--- src/rtl/axi4_lite_slv_template_if.sv ---
// AXI4-Lite bus bundle shared by masters and slaves.
// Widths are parameters so every endpoint agrees on one definition.
interface axi4_lite_if #(
    parameter int AXI4_LITE_ADDR_BIT_WIDTH = 4,
    parameter int AXI4_LITE_DATA_BIT_WIDTH = 32
);
    localparam int SW = AXI4_LITE_DATA_BIT_WIDTH / 8;

    logic [AXI4_LITE_ADDR_BIT_WIDTH-1:0] awaddr;
    logic [2:0]                          awprot;
    logic                                awvalid;
    logic                                awready;
    logic [AXI4_LITE_DATA_BIT_WIDTH-1:0] wdata;
    logic [SW-1:0]                       wstrb;
    logic                                wvalid;
    logic                                wready;
    logic [1:0]                          bresp;
    logic                                bvalid;
    logic                                bready;
    logic [AXI4_LITE_ADDR_BIT_WIDTH-1:0] araddr;
    logic [2:0]                          arprot;
    logic                                arvalid;
    logic                                arready;
    logic [AXI4_LITE_DATA_BIT_WIDTH-1:0] rdata;
    logic [1:0]                          rresp;
    logic                                rvalid;
    logic                                rready;

    modport slv_port (
        input  awaddr, awprot, awvalid, wdata, wstrb, wvalid, bready,
        input  araddr, arprot, arvalid, rready,
        output awready, wready, bresp, bvalid,
        output arready, rdata, rresp, rvalid
    );

    modport mst_port (
        output awaddr, awprot, awvalid, wdata, wstrb, wvalid, bready,
        output araddr, arprot, arvalid, rready,
        input  awready, wready, bresp, bvalid,
        input  arready, rdata, rresp, rvalid
    );
endinterface

--- src/rtl/axi4_lite_slv_template.sv ---
// Template AXI4-Lite slave: four 32-bit R/W registers.
// Write and read paths are independent; every access returns OKAY.
module axi4_lite_slv_template #(
    parameter int AXI4_LITE_ADDR_BIT_WIDTH = 4,
    parameter int AXI4_LITE_DATA_BIT_WIDTH = 32
) (
    input logic            i_clk,
    input logic            i_sync_rst,
    axi4_lite_if.slv_port  if_s_axi4_lite
);
    localparam int DW    = AXI4_LITE_DATA_BIT_WIDTH;
    localparam int SW    = DW / 8;
    localparam int LSB   = 2;
    localparam int IDX_W = 2;
    localparam logic [1:0] OKAY = 2'b00;

    logic [DW-1:0]    regs [4];
    logic [IDX_W-1:0] wr_idx;
    logic [IDX_W-1:0] rd_idx;
    logic             wr_hs;
    logic             rd_hs;
    logic             unused_ok;

    assign wr_idx = if_s_axi4_lite.awaddr[LSB +: IDX_W];
    assign rd_idx = if_s_axi4_lite.araddr[LSB +: IDX_W];

    assign wr_hs = if_s_axi4_lite.awvalid && if_s_axi4_lite.awready
                && if_s_axi4_lite.wvalid  && if_s_axi4_lite.wready;
    assign rd_hs = if_s_axi4_lite.arvalid && if_s_axi4_lite.arready;

    assign unused_ok = ^{if_s_axi4_lite.awprot, if_s_axi4_lite.arprot,
                         if_s_axi4_lite.awaddr[LSB-1:0],
                         if_s_axi4_lite.araddr[LSB-1:0]};

    // AW and W are only taken together, and never while a B is pending.
    always_ff @(posedge i_clk or posedge i_sync_rst) begin
        if (i_sync_rst) begin
            if_s_axi4_lite.awready <= 1'b0;
            if_s_axi4_lite.wready  <= 1'b0;
            if_s_axi4_lite.bvalid  <= 1'b0;
            if_s_axi4_lite.bresp   <= OKAY;
        end else begin
            if_s_axi4_lite.awready <= if_s_axi4_lite.awvalid
                                   && if_s_axi4_lite.wvalid
                                   && !if_s_axi4_lite.bvalid
                                   && !if_s_axi4_lite.awready;
            if_s_axi4_lite.wready  <= if_s_axi4_lite.awvalid
                                   && if_s_axi4_lite.wvalid
                                   && !if_s_axi4_lite.bvalid
                                   && !if_s_axi4_lite.awready;
            if (wr_hs) begin
                if_s_axi4_lite.bvalid <= 1'b1;
                if_s_axi4_lite.bresp  <= OKAY;
            end else if (if_s_axi4_lite.bvalid && if_s_axi4_lite.bready) begin
                if_s_axi4_lite.bvalid <= 1'b0;
            end
        end
    end

    always_ff @(posedge i_clk or posedge i_sync_rst) begin
        if (i_sync_rst) begin
            for (int r = 0; r < 4; r++) begin
                regs[r] <= '0;
            end
        end else if (wr_hs) begin
            for (int i = 0; i < SW; i++) begin
                if (if_s_axi4_lite.wstrb[i]) begin
                    regs[wr_idx][8*i +: 8] <= if_s_axi4_lite.wdata[8*i +: 8];
                end
            end
        end
    end

    // rdata samples the register before any same-edge write lands.
    always_ff @(posedge i_clk or posedge i_sync_rst) begin
        if (i_sync_rst) begin
            if_s_axi4_lite.arready <= 1'b0;
            if_s_axi4_lite.rvalid  <= 1'b0;
            if_s_axi4_lite.rresp   <= OKAY;
            if_s_axi4_lite.rdata   <= '0;
        end else begin
            if_s_axi4_lite.arready <= if_s_axi4_lite.arvalid
                                   && !if_s_axi4_lite.arready
                                   && !if_s_axi4_lite.rvalid;
            if (rd_hs) begin
                if_s_axi4_lite.rdata  <= regs[rd_idx];
                if_s_axi4_lite.rresp  <= OKAY;
                if_s_axi4_lite.rvalid <= 1'b1;
            end else if (if_s_axi4_lite.rvalid && if_s_axi4_lite.rready) begin
                if_s_axi4_lite.rvalid <= 1'b0;
            end
        end
    end
endmodule

--- src/flat_wrapper.sv ---
// flat-port wrapper written by rule: the top's interface ports become plain ports
module axi4_lite_slv_template_flat 
#(
    parameter int AXI4_LITE_ADDR_BIT_WIDTH = 4,
    parameter int AXI4_LITE_DATA_BIT_WIDTH = 32
)
  (i_clk, i_sync_rst, if_s_axi4_lite_awaddr, if_s_axi4_lite_awprot, if_s_axi4_lite_awvalid, if_s_axi4_lite_wdata, if_s_axi4_lite_wstrb, if_s_axi4_lite_wvalid, if_s_axi4_lite_bready, if_s_axi4_lite_araddr, if_s_axi4_lite_arprot, if_s_axi4_lite_arvalid, if_s_axi4_lite_rready, if_s_axi4_lite_awready, if_s_axi4_lite_wready, if_s_axi4_lite_bresp, if_s_axi4_lite_bvalid, if_s_axi4_lite_arready, if_s_axi4_lite_rdata, if_s_axi4_lite_rresp, if_s_axi4_lite_rvalid);
  axi4_lite_if #(.AXI4_LITE_ADDR_BIT_WIDTH(AXI4_LITE_ADDR_BIT_WIDTH), .AXI4_LITE_DATA_BIT_WIDTH(AXI4_LITE_DATA_BIT_WIDTH)) if_s_axi4_lite_i ();
  input logic i_clk;
  input logic i_sync_rst;
  input wire logic [$bits(if_s_axi4_lite_i.awaddr)-1:0] if_s_axi4_lite_awaddr;
  input wire logic [$bits(if_s_axi4_lite_i.awprot)-1:0] if_s_axi4_lite_awprot;
  input wire logic [$bits(if_s_axi4_lite_i.awvalid)-1:0] if_s_axi4_lite_awvalid;
  input wire logic [$bits(if_s_axi4_lite_i.wdata)-1:0] if_s_axi4_lite_wdata;
  input wire logic [$bits(if_s_axi4_lite_i.wstrb)-1:0] if_s_axi4_lite_wstrb;
  input wire logic [$bits(if_s_axi4_lite_i.wvalid)-1:0] if_s_axi4_lite_wvalid;
  input wire logic [$bits(if_s_axi4_lite_i.bready)-1:0] if_s_axi4_lite_bready;
  input wire logic [$bits(if_s_axi4_lite_i.araddr)-1:0] if_s_axi4_lite_araddr;
  input wire logic [$bits(if_s_axi4_lite_i.arprot)-1:0] if_s_axi4_lite_arprot;
  input wire logic [$bits(if_s_axi4_lite_i.arvalid)-1:0] if_s_axi4_lite_arvalid;
  input wire logic [$bits(if_s_axi4_lite_i.rready)-1:0] if_s_axi4_lite_rready;
  output wire logic [$bits(if_s_axi4_lite_i.awready)-1:0] if_s_axi4_lite_awready;
  output wire logic [$bits(if_s_axi4_lite_i.wready)-1:0] if_s_axi4_lite_wready;
  output wire logic [$bits(if_s_axi4_lite_i.bresp)-1:0] if_s_axi4_lite_bresp;
  output wire logic [$bits(if_s_axi4_lite_i.bvalid)-1:0] if_s_axi4_lite_bvalid;
  output wire logic [$bits(if_s_axi4_lite_i.arready)-1:0] if_s_axi4_lite_arready;
  output wire logic [$bits(if_s_axi4_lite_i.rdata)-1:0] if_s_axi4_lite_rdata;
  output wire logic [$bits(if_s_axi4_lite_i.rresp)-1:0] if_s_axi4_lite_rresp;
  output wire logic [$bits(if_s_axi4_lite_i.rvalid)-1:0] if_s_axi4_lite_rvalid;
  assign if_s_axi4_lite_i.awaddr = if_s_axi4_lite_awaddr;
  assign if_s_axi4_lite_i.awprot = if_s_axi4_lite_awprot;
  assign if_s_axi4_lite_i.awvalid = if_s_axi4_lite_awvalid;
  assign if_s_axi4_lite_i.wdata = if_s_axi4_lite_wdata;
  assign if_s_axi4_lite_i.wstrb = if_s_axi4_lite_wstrb;
  assign if_s_axi4_lite_i.wvalid = if_s_axi4_lite_wvalid;
  assign if_s_axi4_lite_i.bready = if_s_axi4_lite_bready;
  assign if_s_axi4_lite_i.araddr = if_s_axi4_lite_araddr;
  assign if_s_axi4_lite_i.arprot = if_s_axi4_lite_arprot;
  assign if_s_axi4_lite_i.arvalid = if_s_axi4_lite_arvalid;
  assign if_s_axi4_lite_i.rready = if_s_axi4_lite_rready;
  assign if_s_axi4_lite_awready = if_s_axi4_lite_i.awready;
  assign if_s_axi4_lite_wready = if_s_axi4_lite_i.wready;
  assign if_s_axi4_lite_bresp = if_s_axi4_lite_i.bresp;
  assign if_s_axi4_lite_bvalid = if_s_axi4_lite_i.bvalid;
  assign if_s_axi4_lite_arready = if_s_axi4_lite_i.arready;
  assign if_s_axi4_lite_rdata = if_s_axi4_lite_i.rdata;
  assign if_s_axi4_lite_rresp = if_s_axi4_lite_i.rresp;
  assign if_s_axi4_lite_rvalid = if_s_axi4_lite_i.rvalid;
  axi4_lite_slv_template #(.AXI4_LITE_ADDR_BIT_WIDTH(AXI4_LITE_ADDR_BIT_WIDTH), .AXI4_LITE_DATA_BIT_WIDTH(AXI4_LITE_DATA_BIT_WIDTH)) u_core (.i_clk(i_clk), .i_sync_rst(i_sync_rst), .if_s_axi4_lite(if_s_axi4_lite_i));
endmodule
--- config.mk ---
export PLATFORM = sky130hd
export DESIGN_NAME = axi4_lite_slv_template_flat
export DESIGN_NICKNAME = d
export VERILOG_FILES = /design/src/rtl/axi4_lite_slv_template_if.sv /design/src/rtl/axi4_lite_slv_template.sv /design/src/flat_wrapper.sv
export SDC_FILE = /design/constraint.sdc
export NUM_CORES = 1
export LEC_CHECK = 0
export BUFFER_PORTS_ARGS = -buffer_cell sky130_fd_sc_hd__buf_2
export CAP_MARGIN = 20
export CORE_ASPECT_RATIO = 0.75
export CORE_UTILIZATION = 25
export CTS_CLUSTER_DIAMETER = 120
export DETAILED_ROUTE_END_ITERATION = 8
export SLEW_MARGIN = 0
export SYNTH_ARGS = -nofsm -noshare
export SYNTH_HDL_FRONTEND = slang
export SYNTH_SLANG_ARGS = --single-unit
--- constraint.sdc ---
create_clock -name i_clk -period 5.2 [get_ports i_clk]
set_input_delay 0.78 -clock i_clk [delete_from_list [all_inputs] [get_ports i_clk]]
set_output_delay 0.78 -clock i_clk [all_outputs]
set_load 0.03 [all_outputs]
## Word level (Yosys, flattened, before mapping)

Index checks and enable logic that the tools add are counted.

- Magnitude comparators: 3
- Muxes and demuxes: 26
- Bitwise operators: 2
- Reductions and logical operators: 18

Operators with widths:

| operator | number |
|---|---|
| 2-to-1 mux 128 bit | 7 |
| bitwise mux 128 bit | 4 |
| demux 32 bit (select 2 bit) | 4 |
| 2-to-1 mux 32 bit | 3 |
| binary-select mux 32 bit (select 2 bit) | 1 |
| 2-to-1 mux 24 bit | 1 |
| 2-to-1 mux 16 bit | 1 |
| logical AND 1 bit | 12 |
| 2-to-1 mux 8 bit | 1 |
| greater-or-equal comparator 3 bit (second input constant) | 2 |
| inverter 2 -> 3 bit | 2 |
| zero test 1 bit | 4 |
| 2-to-1 mux 1 bit | 4 |
| nonzero test 2 bit | 2 |
| < comparator 3 x 1 -> 1 bit (second input constant) | 1 |

- Flip-flop bits (word level): 164
- Input port bits: 57
- Output and inout bits: 41
- Word-level logic and storage cells: 58

## Longest topological paths before layout

Gate-level depths: netlist of run 1.

- Word-level depth: 16
- Depth in mapped cells: 5
- Gate-level depth less buffers: 3

## Worst setup path after synthesis of run 1

No wires, ideal clock.

- Path kind: input-to-reg
- Start point: in if_s_axi4_lite_wstrb[1]
- End point: reg u_core.regs[104] in the netlist's numbering
- Setup time: 125 ps
- Arrival: 1738 ps
- Data required time: 5075 ps
- Path slack: 3338 ps
- Stages on the path: 4
- Buffers on the path: 1
- Path through: nand4_1 > or3_1 > buf_2 > mux2_2

- Cells in the longest elaborated chain, start to end: 7

RTL lines:

| element | line | text |
|---|---|---|
| start: declaration | flat_wrapper.sv:15 | `input wire logic [$bits(if_s_axi4_lite_i.wstrb)-1:0] if_s_axi4_lite_wstrb;` |
| 2-to-1 mux 128 bit (*) | axi4_lite_slv_template.sv:67 | `if (if_s_axi4_lite.wstrb[i]) begin` |
| 2-to-1 mux 128 bit (*) | axi4_lite_slv_template.sv:65 | `end else if (wr_hs) begin` |
| bitwise mux 128 bit | axi4_lite_slv_template.sv:68 | `regs[wr_idx][8*i +: 8] <= if_s_axi4_lite.wdata[8*i +: 8];` |
| 2-to-1 mux 128 bit (*) | axi4_lite_slv_template.sv:67 |  |
| 2-to-1 mux 128 bit (*) | axi4_lite_slv_template.sv:65 |  |
| bitwise mux 128 bit | axi4_lite_slv_template.sv:68 |  |
| 2-to-1 mux 128 bit (*) | axi4_lite_slv_template.sv:67 |  |
| end signal: indexed assignment | axi4_lite_slv_template.sv:68 |  |
| end: declaration | axi4_lite_slv_template.sv:17 | `logic [DW-1:0] regs [4];` |

Every way passes the cells marked *; elsewhere a longest branch is shown, timed or not. The select of a mux whose other input is x is not followed.
A chain may end at the register's enable or synchronous reset.

## Worst setup path in the final report of run 1

- Start point: in if_s_axi4_lite_arvalid
- End point: reg u_core.if_s_axi4_lite.rdata[11]

- Cells in the longest elaborated chain, start to end: 1

RTL lines:

| element | line | text |
|---|---|---|
| start: declaration | flat_wrapper.sv:20 | `input wire logic [$bits(if_s_axi4_lite_i.arvalid)-1:0] if_s_axi4_lite_arvalid;` |
| logical AND 1 bit | axi4_lite_slv_template.sv:29 | `assign rd_hs = if_s_axi4_lite.arvalid && if_s_axi4_lite.arready;` |
| end signal: assignment | axi4_lite_slv_template.sv:86 | `if_s_axi4_lite.rdata <= regs[rd_idx];` |
| end: declaration | axi4_lite_slv_template_if.sv:33 | `output arready, rdata, rresp, rvalid` |

No other way between the ends.

==> results.py, run 1 <==
metrics = {
    "finish": {
        "fillerInstances": 2709,
        "stdcell_count": 928,
        "area_growth_pct": 20.18,
        "nNetsFinal": 622,
        "multiInputGateArea_mm2": 0.002685,
        "n_antenna_cell": 0,
        "regArea_mm2": 0.004104,
        "drive_gt1_share_pct": 44.71,
    },
    "outcome": {
        "status": "finished clean",
    },
    "sta": {
        "setup_tns_ns": 0,
        "report.final.slew_viol_count": 0,
        "finalCriticalPeriod_ns": 2.203,
        "worstMarginPinSlew_ns": 0.9857,
        "fin_crit_sh_pct": 42.36,
        "setup_viol": 0,
        "hold_viol": 0,
        "skew_ns": 0.01034,
        "fmax_ghz": 0.4539,
        "rsz0062_at_grt": "no",
        "holdWs_ns": 0.4528,
        "relSlewSlack_pct": 34.29,
    },
    "global_routing": {
        "grt_max_degree": 165,
        "antenna_found_initial": 1,
        "overflow": 0,
        "grt_pass1_vias": 4382,
        "grt_usage_pct": 12.35,
        "grt_pass1_wl_um": 26240,
    },
    "drt": {
        "wl_per_cell_um": 17.93,
        "drcViolationCount": 0,
        "first_pass_iters": 4,
        "antenna_left": 0,
        "vias": 4177,
        "wirelength_um": 16640,
        "via_per_inst": 4.501,
        "drt_iter0_markers": 218,
    },
    "min_path": {
        "min_path_cells": 1,
        "hold_path_class": "reg -> reg",
        "hold_path_end": "u_core.if_s_axi4_lite.awready$_DFF_PP0_",
        "hold_start": "u_core.if_s_axi4_lite.bvalid$_DFFE_PP0P_",
    },
    "die": {
        "num_rows": 52,
        "io_pins": 98,
        "initial_core_util_pct": 25.53,
        "die_w_um": 194.2,
        "die_h_um": 146.2,
        "die-area_mm2": 0.02838,
        "core_mm2": 0.02713,
    },
    "synth": {
        "yosysTopAreaCellShare_pct": 59.25,
        "synth_top_area_cell": "dfrtp_1",
        "ys_warn_count": 0,
        "ys_seq_area_share_pct": 59.25,
        "synth_area_mm2": 0.006927,
        "syn_inst": 484,
        "yosys-top-cells-area": "dfrtp_1, mux2_2, mux2i_1, o221ai_1, nand2_1",
        "postSynthAreaPerCell_um2": 14.31,
        "synth_cell_type_count": 19,
        "ys_seq_elements": 164,
    },
    "critical_path": {
        "rr_startpoint": "u_core.if_s_axi4_lite.arready$_DFF_PP0_",
        "reg2reg_slack_ns": 3.04,
        "critPathMaxFanout": 34,
        "path_class": "in -> reg",
        "crit_slowest_cell": "or2_2",
        "required_ns": 5.45,
        "worstReg2RegEnd": "u_core.if_s_axi4_lite.rdata[11]$_DFFE_PP0P_",
        "endpoint_kind": "flip-flop",
        "crit_buf_inv": 2,
        "worstPathCellList": "buf_2, nand2_1, buf_4, or2_2, o221ai_1",
        "critPathMaxStageDelay_ns": 0.82,
        "critPathTopFamily": "simple AND/OR/NAND/NOR gates",
        "rr_worst_depth": 4,
        "crit_path_start_kind": "input port",
        "arrival_ns": 2.45,
    },
    "placed_design": {
        "routabilityCongestion": 0.7067,
        "port_buffers": 83,
        "dpl.hpwl_um": 10230,
        "numPlacedInstances": 897,
    },
    "pwr": {
        "power_frac_seq_pct": 45.6,
        "p_int_w": 0.002459,
        "power_density_mw_per_mm2": 402.4,
        "p_total_w": 0.003350,
        "ir_drop_uv": 210.6,
        "combPwrFrac_pct": 14.4,
        "switching_share_pct": 26.60,
        "p_sw_w": 0.0008909,
        "power.leakage_nw": 4.046,
        "clkPwrFrac_pct": 40.0,
    },
    "cts": {
        "cts_resized": 0,
        "cts_hold_buf": 0,
        "clock_latency_ns": 0.43,
        "clk_pin_slew_ns": 0.07,
        "cts_buffers": 17,
        "htreeDepth": 4,
        "cts_root_buffer": "clkbuf_16",
        "clockBufferDepth": 2,
        "cts_tree": "done",
        "post_cts_buffers": 0,
        "cts_sinks": 164,
    },
    "job": {
        "maxCapViolCount": 0,
    },
}
-- power groups by stage --
stage | clock network (W) | logic, W | registers, W
detailed placement | 0 | 0.000489 | 0.00155
global placement | 0 | 0.000483 | 0.00155
global route | 0.00143 | 0.000528 | 0.00155
finish | 0.00134 | 0.000483 | 0.00153
floorplan | 0 | 0.000245 | 0.00163
CTS | 0.00138 | 0.000492 | 0.00153
-- synth_stat cells, drive strengths merged --
master,instances
dfrtp,164
mux2,128
mux2i,64
nand2,35
o221ai,32
buf,16
clkbuf,12
nor2,12
nand4,4
or3,4
inv,3
nand2b,2
nand3,2
o21ai,2
conb,1
nor3,1
nor3b,1
or2,1
-- metal layers --
metal | share of wire, % | GRT usage [%] | vias to the layer above
met3 | 4.4 | 3.604 | 11
met2 | 44 | 18.15 | 79
li1 | - | - | 1922
met5 | 0.072 | 0 | -
met1 | 50 | 17.65 | 2163
met4 | 0.78 | 3.214 | 2
-- state kept, by name (all words and copies together) (netlist names) --
register / flops
u_core.if_s_axi4_lite.awready: 1
u_core.if_s_axi4_lite.rvalid: 1
u_core.regs: 128
u_core.if_s_axi4_lite.bvalid: 1
u_core.if_s_axi4_lite.arready: 1
u_core.if_s_axi4_lite.rdata: 32
-- area by class of cell --
| type | count | area share (%) |
|---|---|---|
| repair buffers | 87 | 5.531 |
| flip-flops and latches | 164 | 49.30 |
| inverters | 3 | 0.1804 |
| clock inverters | 11 | 2.089 |
| multi-input cells | 292 | 32.26 |
| clock buffers | 20 | 5.366 |
| well taps | 351 | 5.276 |
-- cells by family (layout without fill, tap and decap cells) --
| group | Yosys count | count (layout) | share of synthesized area, % |
|---|---|---|---|
| and+or+nand+nor | 62 | 62 | 4.299 |
| DFF | 164 | 164 | 59.25 |
| AOI/OAI and AO/OA | 34 | 34 | 4.191 |
| buffers and inverters | 31 | 121 | 2.150 |
| muxes | 192 | 192 | 30.06 |
| other | 1 | 4 | 0.05414 |
-- stage by stage --
stage | utilization (%) | setup slack [ns] | area (µm²)
detailed placement | 28.39 | 2.600 | 7704
CTS | 30.68 | 3.038 | 8324
floorplan | - | 2.335 | 6942
global route | 30.68 | 2.874 | 8324
global placement | 28.39 | 2.616 | 7704
finish | 30.68 | 2.997 | 8324
-- layout by cell type (no fill, tap or decap), types with 2 or more instances in the layout --
master	instances
buf_2	82
buf_4	4
bufinv_16	4
clkbuf_1	2
clkbuf_16	17
clkinvlp_4	4
conb_1	4
dfrtp_1	164
inv_1	2
inv_6	3
mux2_2	128
mux2i_1	64
nand2_1	35
nand2b_1	2
nand3_1	2
nand4_1	4
nor2_2	12
o21ai_0	2
o221ai_1	32
or3_1	4
-- worst max path at each step --
stage	cells after the start	from	endpoint
after detailed placement	5	if_s_axi4_lite_arvalid	u_core.if_s_axi4_lite.rdata[28]$_DFFE_PP0P_
after floorplan	1	i_sync_rst	u_core.if_s_axi4_lite.arready$_DFF_PP0_
after CTS	5	if_s_axi4_lite_arvalid	u_core.if_s_axi4_lite.rdata[11]$_DFFE_PP0P_
final	5	if_s_axi4_lite_arvalid	u_core.if_s_axi4_lite.rdata[11]$_DFFE_PP0P_
after global routing	5	if_s_axi4_lite_arvalid	u_core.if_s_axi4_lite.rdata[11]$_DFFE_PP0P_
after global placement	5	if_s_axi4_lite_arvalid	u_core.if_s_axi4_lite.rdata[17]$_DFFE_PP0P_
-- worst register-to-register path, stage by stage (launching register included) --
cell,delay (ns)
dfrtp_1,0.41
nand2_1,0.07
buf_4,0.43
or2_2,0.82
o221ai_1,0.25
Power figures use the tool's default switching activity.
==> inputs of run 2 (changes only) <==
clock period = 1.96 ns   (was 5.2 ns; I/O delays follow)
==> run 2 against run 1 <==
Compared with the run above:
- register-to-register slack got worse by 2.9 ns
- clock power increased to 2.7 times the previous value
- clock skew decreased by 0.00076 ns
- sequential cell count unchanged
- sequential power increased to 2.7 times the previous value
- critical path type is now reg -> reg
==> results.py, run 2 (synthesis gave the netlist of run 1 again) <==
metrics = {
    "outcome": {
        "status": "finished clean",
    },
    "pwr": {
        "p_int_w": 0.006679,
        "power_frac_seq_pct": 45.1,
        "combPwrFrac_pct": 14.4,
        "p_sw_w": 0.002320,
        "power_density_mw_per_mm2": 1052,
        "switching_share_pct": 25.78,
        "ir_drop_uv": 624.7,
        "power.leakage_nw": 4.175,
        "clkPwrFrac_pct": 40.5,
    },
    "critical_path": {
        "required_ns": 2.26,
        "cp.depth": 3,
        "critPathMaxFanout": 8,
        "worstPathCellList": "nand4_1, or3_1, mux2_2",
        "arrival_ns": 2.10,
        "crit_slowest_cell": "or3_1",
        "path_class": "reg -> reg",
        "crit_path_start_kind": "flip-flop",
        "rr_startpoint": "u_core.if_s_axi4_lite.awready$_DFF_PP0_",
        "critPathTopFamily": "simple AND/OR/NAND/NOR gates",
        "rr_worst_depth": 3,
        "endpoint_kind": "flip-flop",
        "crit_start": "u_core.if_s_axi4_lite.awready$_DFF_PP0_",
        "crit_buf_inv": 0,
        "critPathMaxStageDelay_ns": 0.57,
    },
    "die": {
        "initial_core_util_pct": 25.53,
        "die_w_um": 194.2,
        "num_rows": 52,
        "die-area_mm2": 0.02838,
        "io_pins": 98,
        "core_mm2": 0.02713,
        "die_h_um": 146.2,
    },
    "sta": {
        "report.final.slew_viol_count": 0,
        "skew_ns": 0.009583,
        "rsz0062_at_grt": "no",
        "setup_tns_ns": 0,
        "relSlewSlack_pct": 40.46,
        "fmax_ghz": 0.5574,
        "setup_viol": 0,
        "worstMarginPinSlew_ns": 0.8931,
        "hold_viol": 0,
        "worst_slack_ns": 0.1659,
        "finalCriticalPeriod_ns": 1.794,
        "fin_crit_sh_pct": 91.54,
    },
    "finish": {
        "largest_reg_flops": 128,
        "final_util_pct": 31.51,
        "fillerInstances": 2708,
        "drive_gt1_share_pct": 46.23,
        "largestRegisters": "u_core.regs: 128 flops, u_core.if_s_axi4_lite.rdata: 32 flops",
        "final_common_cell": "dfrtp_1",
        "fin_area_mm2": 0.008549,
        "final_cell_mix": "dfrtp_1, mux2_2, buf_2, mux2i_1, nand2_1",
        "largest_register": "u_core.regs",
        "area_growth_pct": 23.43,
        "nNetsFinal": 641,
    },
    "global_routing": {
        "grt_pass1_wl_um": 26320,
        "antenna_found_initial": 2,
        "grt_pass1_vias": 4457,
        "grt_max_degree": 71,
        "overflow": 0,
        "grt_usage_pct": 12.23,
    },
    "drt": {
        "drt_iter0_markers": 162,
        "drcViolationCount": 0,
        "antenna_left": 0,
        "via_per_inst": 4.506,
        "wirelength_um": 16350,
        "first_pass_iters": 4,
        "vias": 4276,
        "wl_per_cell_um": 17.23,
    },
    "placed_design": {
        "dpl_worst_slack_ns": 0.1567,
        "port_buffers": 83,
        "postPlaceCellArea_mm2": 0.007889,
        "routabilityCongestion": 0.7007,
        "dpl.hpwl_um": 10480,
    },
    "job": {
        "maxCapViolCount": 0,
    },
    "cts": {
        "post_cts_buffers": 0,
        "cts_root_buffer": "clkbuf_16",
        "cts_tree": "done",
        "clock_latency_ns": 0.42,
        "cts_resized": 0,
        "clk_pin_slew_ns": 0.06,
        "htreeDepth": 4,
        "cts_buffers": 17,
        "cts_hold_buf": 1,
        "cts_sinks": 164,
        "clockBufferDepth": 2,
    },
    "min_path": {
        "hold_path_class": "in -> reg",
        "min_path_cells": 2,
        "hold_start": "if_s_axi4_lite_bready",
    },
}
## run 2: per-stage QoR
step	std cells	power [W]	hold slack [ns]
3_3_place_gp	915	0.005402	0.2902
5_1_grt	949	0.009406	0.04236
4_1_cts	948	0.009115	0.03380
6_report	949	0.008998	0.05150
3_5_place_dp	915	0.005431	0.2843
2_1_floorplan	487	0.004987	0.3904
## run 2: metal layers
layer  track usage, %  vias up  share of wire (%)
met4            3.929        2                1.1
met1            17.24     2213                 50
met2            18.62       70                 46
met5                0        -              0.067
met3            2.680       19                3.2
li1                 -     1972                  -
## run 2: power by group through the flow
stage	registers (W)	logic, W	clock network (W)
global placement	0.00410	0.00130	0
global route	0.00412	0.00141	0.00388
floorplan	0.00434	0.000651	0
CTS	0.00406	0.00132	0.00374
detailed placement	0.00412	0.00132	0
finish	0.00406	0.00129	0.00365
## run 2: worst paths after layout
check	slack, ns	to
max	0.17	u_core.regs[106]$_DFFE_PP0P_
min	0.05	u_core.if_s_axi4_lite.bvalid$_DFFE_PP0P_
max reg2reg	0.17	u_core.regs[106]$_DFFE_PP0P_
min reg2reg	0.48	u_core.if_s_axi4_lite.arready$_DFF_PP0_
max in group asynchronous	0.89	u_core.regs[16]$_DFFE_PP0P_
min in group asynchronous	0.39	u_core.regs[33]$_DFFE_PP0P_
## run 2: cell type report
| class | count | area, µm² | share of cell area, % |
|---|---|---|---|
| antenna | 1 | 2.502 | 0.02927 |
| clock buffer | 25 | 505.5 | 5.912 |
| clock inverter | 7 | 142.6 | 1.668 |
| inverter | 3 | 15.01 | 0.1756 |
| multi-input combinational | 292 | 2685 | 31.41 |
| sequential | 164 | 4104 | 48.00 |
| tap | 351 | 439.2 | 5.137 |
| timing repair buffer | 106 | 655.6 | 7.669 |
## run 2: worst register-to-register path: stages (launching register included)
cell,delay [ns]
dfrtp_1,0.51
nand4_1,0.27
or3_1,0.57
mux2_2,0.35
